==> config.mk <==
export PLATFORM = sky130hd
export DESIGN_NAME = fpu_ss_scoreboard
export DESIGN_NICKNAME = d
export VERILOG_FILES = /design/src/rtl/fpu_ss_scoreboard.sv
export SDC_FILE = /design/constraint.sdc
export NUM_CORES = 1
export LEC_CHECK = 0
export ABC_AREA = 1
export CAP_MARGIN = 20
export CORE_UTILIZATION = 25
export DETAILED_ROUTE_END_ITERATION = 7
export DONT_BUFFER_PORTS = 1
export SYNTH_ARGS = -nofsm -noshare
export SYNTH_HDL_FRONTEND = slang
export SYNTH_SLANG_ARGS = --single-unit
==> constraint.sdc <==
create_clock -name clk_i -period 2.9 [get_ports clk_i]
set_clock_uncertainty 0.2 [all_clocks]
set_input_delay 0.145 -clock clk_i [delete_from_list [all_inputs] [get_ports clk_i]]
set_output_delay 0.145 -clock clk_i [all_outputs]
set_load 0.02 [all_outputs]
==> src/rtl/fpu_ss_scoreboard.sv <==
// fpu_ss_scoreboard: FP register pending-write tracker that blocks RAW/WAW-hazarded
// issue and retires entries on FP register-file writebacks.
module fpu_ss_scoreboard #(
  parameter int NUM_FPR      = 32,
  parameter int MAX_INFLIGHT = 4,
  parameter int CNT_W        = $clog2(MAX_INFLIGHT + 1),
  parameter int AW           = $clog2(NUM_FPR)
) (
  input  logic               clk_i,
  input  logic               rst_ni,
  input  logic               issue_valid_i,
  output logic               issue_ready_o,
  input  logic [AW-1:0]      rs1_i,
  input  logic [AW-1:0]      rs2_i,
  input  logic [AW-1:0]      rs3_i,
  input  logic [2:0]         rs_used_i,
  input  logic [AW-1:0]      rd_i,
  input  logic               rd_is_fp_i,
  input  logic               wb_valid_i,
  input  logic [AW-1:0]      wb_rd_i,
  input  logic               flush_i,
  output logic [NUM_FPR-1:0] busy_o,
  output logic [CNT_W-1:0]   inflight_cnt_o,
  output logic               hazard_o,
  output logic               spurious_wb_o
);
  logic [NUM_FPR-1:0] busy_q, busy_d;
  logic [CNT_W-1:0]   cnt_q, cnt_d;
  logic               spurious_q, spurious_d;
  logic               raw, waw, full, set, clr;
  always_comb begin
    raw           = |(rs_used_i & {busy_q[rs3_i], busy_q[rs2_i], busy_q[rs1_i]});
    waw           = rd_is_fp_i & busy_q[rd_i];
    full          = (cnt_q == CNT_W'(MAX_INFLIGHT)) & rd_is_fp_i;
    issue_ready_o = ~raw & ~waw & ~full & ~flush_i;
    hazard_o      = issue_valid_i & (raw | waw);
    set           = issue_valid_i & issue_ready_o & rd_is_fp_i;
    clr           = wb_valid_i & busy_q[wb_rd_i];
    // Set is applied after clear so an issue to the same register wins.
    busy_d        = flush_i ? '0 :
                    (busy_q & ~(NUM_FPR'(clr) << wb_rd_i)) | (NUM_FPR'(set) << rd_i);
    cnt_d         = flush_i ? '0 :
                    (set & ~clr & (cnt_q != CNT_W'(MAX_INFLIGHT))) ? cnt_q + 1'b1 :
                    (clr & ~set & (cnt_q != '0)) ? cnt_q - 1'b1 : cnt_q;
    spurious_d    = spurious_q | (wb_valid_i & ~busy_q[wb_rd_i] & ~flush_i);
  end
  always_ff @(posedge clk_i or negedge rst_ni) begin
    if (!rst_ni) begin
      busy_q     <= '0;
      cnt_q      <= '0;
      spurious_q <= 1'b0;
    end else begin
      busy_q     <= busy_d;
      cnt_q      <= cnt_d;
      spurious_q <= spurious_d;
    end
  end
  assign busy_o         = busy_q;
  assign inflight_cnt_o = cnt_q;
  assign spurious_wb_o  = spurious_q;
endmodule

# After elaboration in Yosys (flattened, before gate mapping)
# Index checks and enable logic that the tools add are counted.
# totals
ff_bits	36
input_bits	34
elab_cells	59
# classes
n_addsub	2
order_cmp	5
eq_ne	2
shifts	2
mux	14
bitwise	28
n_reduce_logical	3
# ops
cell	n
left shift 1 x 5 -> 32 bit	2
bitwise AND 32 bit	1
2-to-1 mux 32 bit	1
inverter 32 bit	1
bitwise OR 32 bit	1
less-than comparator 5 x 6 -> 1 bit, second input constant	5
binary-select mux 1 bit (select 5 bit)	5
bitwise AND 1 bit	15
2-to-1 mux 3 bit	3
inverter 1 bit	7
nonzero test 3 bit	2
2-to-1 mux 1 bit	5
adder 3 x 1 -> 3 bit, second input constant	1
bitwise AND 3 bit	1
== test 3 bit, second input constant	1
inequality test 3 bit, second input constant	1
OR reduction 3 bit	1
subtractor 3 x 1 -> 3 bit, second input constant	1
bitwise OR 1 bit	2

# Longest topological paths before layout
# logic_depth
word_depth	16
depth_mapped	21
mapped_depth_nobuf	19

# Worst setup path before layout
# OpenSTA, ideal clock, no wires.
# synth_timing
kind	reg-to-reg
from	register busy_q[21], in the netlist busy_o[21]
to	register cnt_q[2], in the netlist inflight_cnt_o[2]
setup_time_ps	118
arrival_time_ps	2174
slack_ps	408
path_stages_with_launch	19
cell_sequence	dfrtp_1 -> nand2_1 -> nand3_1 -> nand3_1 -> nand2_1 -> nand2_1 -> nand3_1 -> nand3_1 -> nand2_2 -> nor2_4 -> nand2_2 -> inv_2 -> nand3_4 -> inv_1 -> fa_1 -> xnor2_1 -> xor2_1 -> nand2_1 -> nand2_1
# synth_between
elab_chain_cells	14
# synth_rtl
element	line	text
start: declaration	27	logic [NUM_FPR-1:0] busy_q, busy_d;
start signal: assignment	53	busy_q <= busy_d;
binary-select mux 1 bit (select 5 bit)	32	raw = |(rs_used_i & {busy_q[rs3_i], busy_q[rs2_i], busy_q[rs1_i]});
2-to-1 mux 1 bit (implied by the code)	32	
bitwise AND 3 bit	32	
OR reduction 3 bit	32	
inverter 1 bit	35	issue_ready_o = ~raw & ~waw & ~full & ~flush_i;
bitwise AND 1 bit * (3 in series)	35	
net issue_ready_o	12	output logic issue_ready_o,
bitwise AND 1 bit * (2 in series)	37	set = issue_valid_i & issue_ready_o & rd_is_fp_i;
bitwise AND 1 bit / inverter 1 bit (equally long branches)	43, 44	
bitwise AND 1 bit (on tied branches)	43, 44	
2-to-1 mux 3 bit / bitwise AND 1 bit (equally long branches)	43, 44	
2-to-1 mux 3 bit / nonzero test 3 bit (equally long branches)	-	
end signal: assignment	54	cnt_q <= cnt_d;
end: declaration	28	logic [CNT_W-1:0] cnt_q, cnt_d;
# Mark *: on every way through the listed nets, which the timed path passes. The rest lies on a longest branch. The select of a mux whose other input is x is not followed.
# A chain may end at the register's enable or synchronous reset.

# Worst setup path after layout
# layout_timing
from	register busy_q[13], in the netlist busy_o[13]
to	register busy_q[14], in the netlist busy_o[14]
# layout_between
elab_chain_cells	13
# layout_rtl
element	line	text
binary-select mux 1 bit (select 5 bit)	32	
2-to-1 mux 1 bit (implied by the code)	32	
bitwise AND 3 bit	32	
OR reduction 3 bit	32	
inverter 1 bit	35	
bitwise AND 1 bit (3 in series)	35	
bitwise AND 1 bit (2 in series)	37	
left shift 1 x 5 -> 32 bit	41	(busy_q & ~(NUM_FPR'(clr) << wb_rd_i)) | (NUM_FPR'(set) << rd_i);
bitwise OR 32 bit *	41	
2-to-1 mux 32 bit *	40	busy_d = flush_i ? '0 :
net busy_d[14]	27	
# Marked as above.

==> results.rst <==
.. list-table::
   :header-rows: 1

   * - Metric
     - Value
   * - Result of the run
     - completed
   * - Core footprint
     - 0.0140 mm^2
   * - Post-synth top cells
     - sky130_fd_sc_hd__nand2_1 (200), sky130_fd_sc_hd__nand3_1 (114), sky130_fd_sc_hd__nand4_1 (68)
   * - Worst-path maximum fanout
     - 7
   * - Number of setup violations in the final report
     - 0
   * - Highest cell delay on the worst timing path
     - 590 ps
   * - Clock tree from TritonCTS
     - built
   * - Clock Tree Buf Depth
     - 2
   * - Start-to-end type of the worst setup path
     - flop to flop
   * - Count of clock tree sinks
     - 36
   * - Initial drt markers
     - 594
   * - Setup repair after global routing missed its margin
     - no
   * - Worst-skew pair later-pin latency
     - 290 ps
   * - Final period util
     - 93.3%
   * - Max Cap Viol
     - 0
   * - Clock-pin slew on the worst setup and hold paths
     - 60 ps
   * - Die height
     - 123 um
   * - Type of element launching the critical path
     - flop
   * - Worst-case setup margin in the final layout
     - 195 ps
   * - Final Net Count
     - 653
   * - Endpoint kind of the worst setup timing path
     - flop
   * - Cells after synthesis
     - 593
   * - Fraction of synthesis flops using an asynchronous set or reset pin
     - 100%
   * - Synth unique cells
     - 31
   * - Total wire length
     - 15.9 mm
   * - Most frequently used cell type in the post-synthesis netlist
     - sky130_fd_sc_hd__nand2_1
   * - Routed via count
     - 4506
   * - Final standard cell utilization of the core
     - 30.7%
   * - Main area contributors after synthesis
     - sky130_fd_sc_hd__dfrtp_1 (25%), sky130_fd_sc_hd__nand2_1 (21%), sky130_fd_sc_hd__nand3_1 (16%)
   * - Total count of hold-check failures in the final report
     - 0
   * - Sequential cell area
     - 905 um^2
   * - Cell-by-cell trace of the critical path
     - o21ai_0 > o221ai_1 > nand3_1 > nand3_1 > buf_4 > nand4_1 > nor2_4 > nand4_1 > dlygate4sd3_1 > nand2_1 > a21oi_1
   * - Top routing layer in use
     - met4
   * - Final critical path time including I/O delays and setup
     - 2700 ps
   * - IR drop worst, VDD
     - 0.336 mV
   * - Total number of placement rows
     - 43
   * - Portion of the post-synthesis area used by sequential elements
     - 24.8%
   * - Filler Cells Inserted
     - 1530
   * - Highest achievable clock rate
     - 370 MHz
   * - Crit path required time
     - 2870 ps
   * - Number of flip-flops and latches in the synthesized netlist
     - 36
   * - Met2 WL
     - 7.22 mm
   * - Normalized max-slew margin
     - 49.4%
   * - Final number of max-transition violations
     - 0
   * - Total power density per cell area
     - 333 mW/mm^2
   * - H-tree depth
     - 2
   * - Worst min path class
     - input pin to flop
   * - # port buffers
     - 0
   * - Root Driver
     - sky130_fd_sc_hd__clkbuf_16
   * - Number of global-route vias before repair
     - 4203
   * - Residual DRC count
     - 0
   * - Detailed-routed wire length on met3
     - 2.03 mm
   * - Setup TNS after final layout
     - 0 ps
   * - Number of enable-type register cells in the synthesized netlist
     - 0
   * - Synthesis-to-finish area growth
     - 18.4%
   * - CP startpoint
     - busy_o[13]
   * - Final antenna diode count
     - 0
   * - First-pass GRT wire length
     - 24.8 mm
   * - Share of final-layout standard cells stronger than drive strength 1
     - 13.4%
   * - Gr ovfl total
     - 0
   * - Signal arrival time at the worst endpoint
     - 2680 ps
   * - Remaining antenna violation count
     - 0
   * - Buffers & Inverters on Critical Path
     - 2
   * - Portion of synthesized cell area occupied by the leading cell type
     - 24.8%
   * - Slowest CP cell
     - sky130_fd_sc_hd__dlygate4sd3_1
   * - Routed WL per cell
     - 19.9 um
   * - Cell accounting for the most synthesized area
     - sky130_fd_sc_hd__dfrtp_1
   * - Leak pwr
     - 1.69 nW
   * - Antenna violations before repair
     - 0
   * - Minimum hold slack
     - 13.6 ps
   * - Detailed-router iteration count before antenna repair
     - 6
   * - Reg-to-Reg Start
     - busy_o[13]
   * - Mean cell area of the mapped netlist
     - 6.13 um^2
   * - Met1 Wirelength
     - 6.28 mm
   * - Area of the multi-input gates
     - 0.00238 mm^2
   * - Via-per-instance ratio
     - 5.64
   * - Gate family responsible for the most delay along the worst path
     - buffers and inverters
   * - Worst slack after detailed placement
     - 261 ps
   * - Width of the die
     - 123 um
   * - Transition at the pin with the smallest max-transition slack
     - 756 ps
   * - Cell area after synthesis
     - 0.00363 mm^2
   * - Die Footprint
     - 0.0150 mm^2
   * - Ys Warns
     - 0
   * - Routability Congestion
     - 0.907
   * - Setup slack on the worst flop-to-flop path
     - 200 ps
   * - Number of clock buffers inserted by TritonCTS
     - 5
   * - Critical hold path startpoint
     - rd_i[3]
   * - Number of top-level pins
     - 72
   * - Syn Nets
     - 628
   * - Top flip-flop cell by instance count after synthesis
     - sky130_fd_sc_hd__dfrtp_1
   * - Final HPWL from detailed placement
     - 11.0 mm
   * - Total Power Consumption
     - 1.43 mW
   * - GRT Total Usage
     - 21.7%
   * - Initial cell density of the core
     - 25.9%
   * - Maximum number of pins on one net before global-route repair
     - 37
## cell usage in the layout, fill, tap and decap left out, drive strengths merged
cell and count:
nand2 202, nand3 115, nand4 70, buf 48, dfrtp 36, a21oi 34, nor2 28, inv 26
o21ai 19, dlygate4sd3 14, o221ai 8, clkinv 7, clkbuf 6, nand3b 1, a31o 1, nor3 1
xnor2 1, xor2 1, fa 1
## flip-flops by register name (all words and copies together), names as in the netlist
signal and cells:
busy_o 32, inflight_cnt_o 3, spurious_wb_o 1
## timing repair
| action | in CTS | in global routing |
|---|---|---|
| endpoints found under the hold margin | 72 | 0 |
| setup endpoints to repair | 0 | 1 |
| resized for setup | 0 | 4 |
| buffers inserted | 0 | 1 |
| hold buffers | 16 | 0 |
## final timing paths
check | end | cells after the start
min in group asynchronous | busy_o[5] | 2
min | busy_o[1] | 3
min reg2reg | spurious_wb_o | 1
max | busy_o[14] | 11
max in group asynchronous | busy_o[26] | 2
max reg2reg | busy_o[14] | 11
## metal layers
layer  vias up  GRT usage, %
li1       2110             -
met1      2073          28.2
met2       283          33.6
met3        40          6.88
met4         0          7.39
met5         -             0
## cells by family after synthesis
kind of cell	Yosys count	synth area share (%)
XOR/XNOR	2	0.482
adder cells (fa/ha/maj)	1	0.551
AND/OR/NAND/NOR	417	54.6
buffers and inverters	75	9.91
flip-flops	36	24.8
AO/OA/AOI/OAI	62	9.67
## layout make-up
type | count | share of cell area (%)
multi-input combinational | 482 | 55.3
sequential | 36 | 21.0
timing repair buffer | 62 | 12.2
tap | 180 | 5.23
clock buffer | 6 | 3.23
inverter | 31 | 2.82
clock inverter | 2 | 0.233
## power breakdown
group	internal [mW]	switching [mW]	total [mW]
logic	0.115	0.223	0.338
registers	0.512	0.0239	0.536
clock network	0.339	0.222	0.561
total	0.967	0.468	1.43
## through the flow
stage / instance area [um^2] / cells
finish: 4300 / 799
global placement: 3960 / 774
global route: 4300 / 799
floorplan: 3630 / 593
detailed placement: 3960 / 774
CTS: 4290 / 798
## tightest hold or removal path, stage by stage
cell	delay, ps
sky130_fd_sc_hd__clkinv_1	120
sky130_fd_sc_hd__nand4_1	130
sky130_fd_sc_hd__a21oi_1	60
Power figures use the tool's default switching activity.
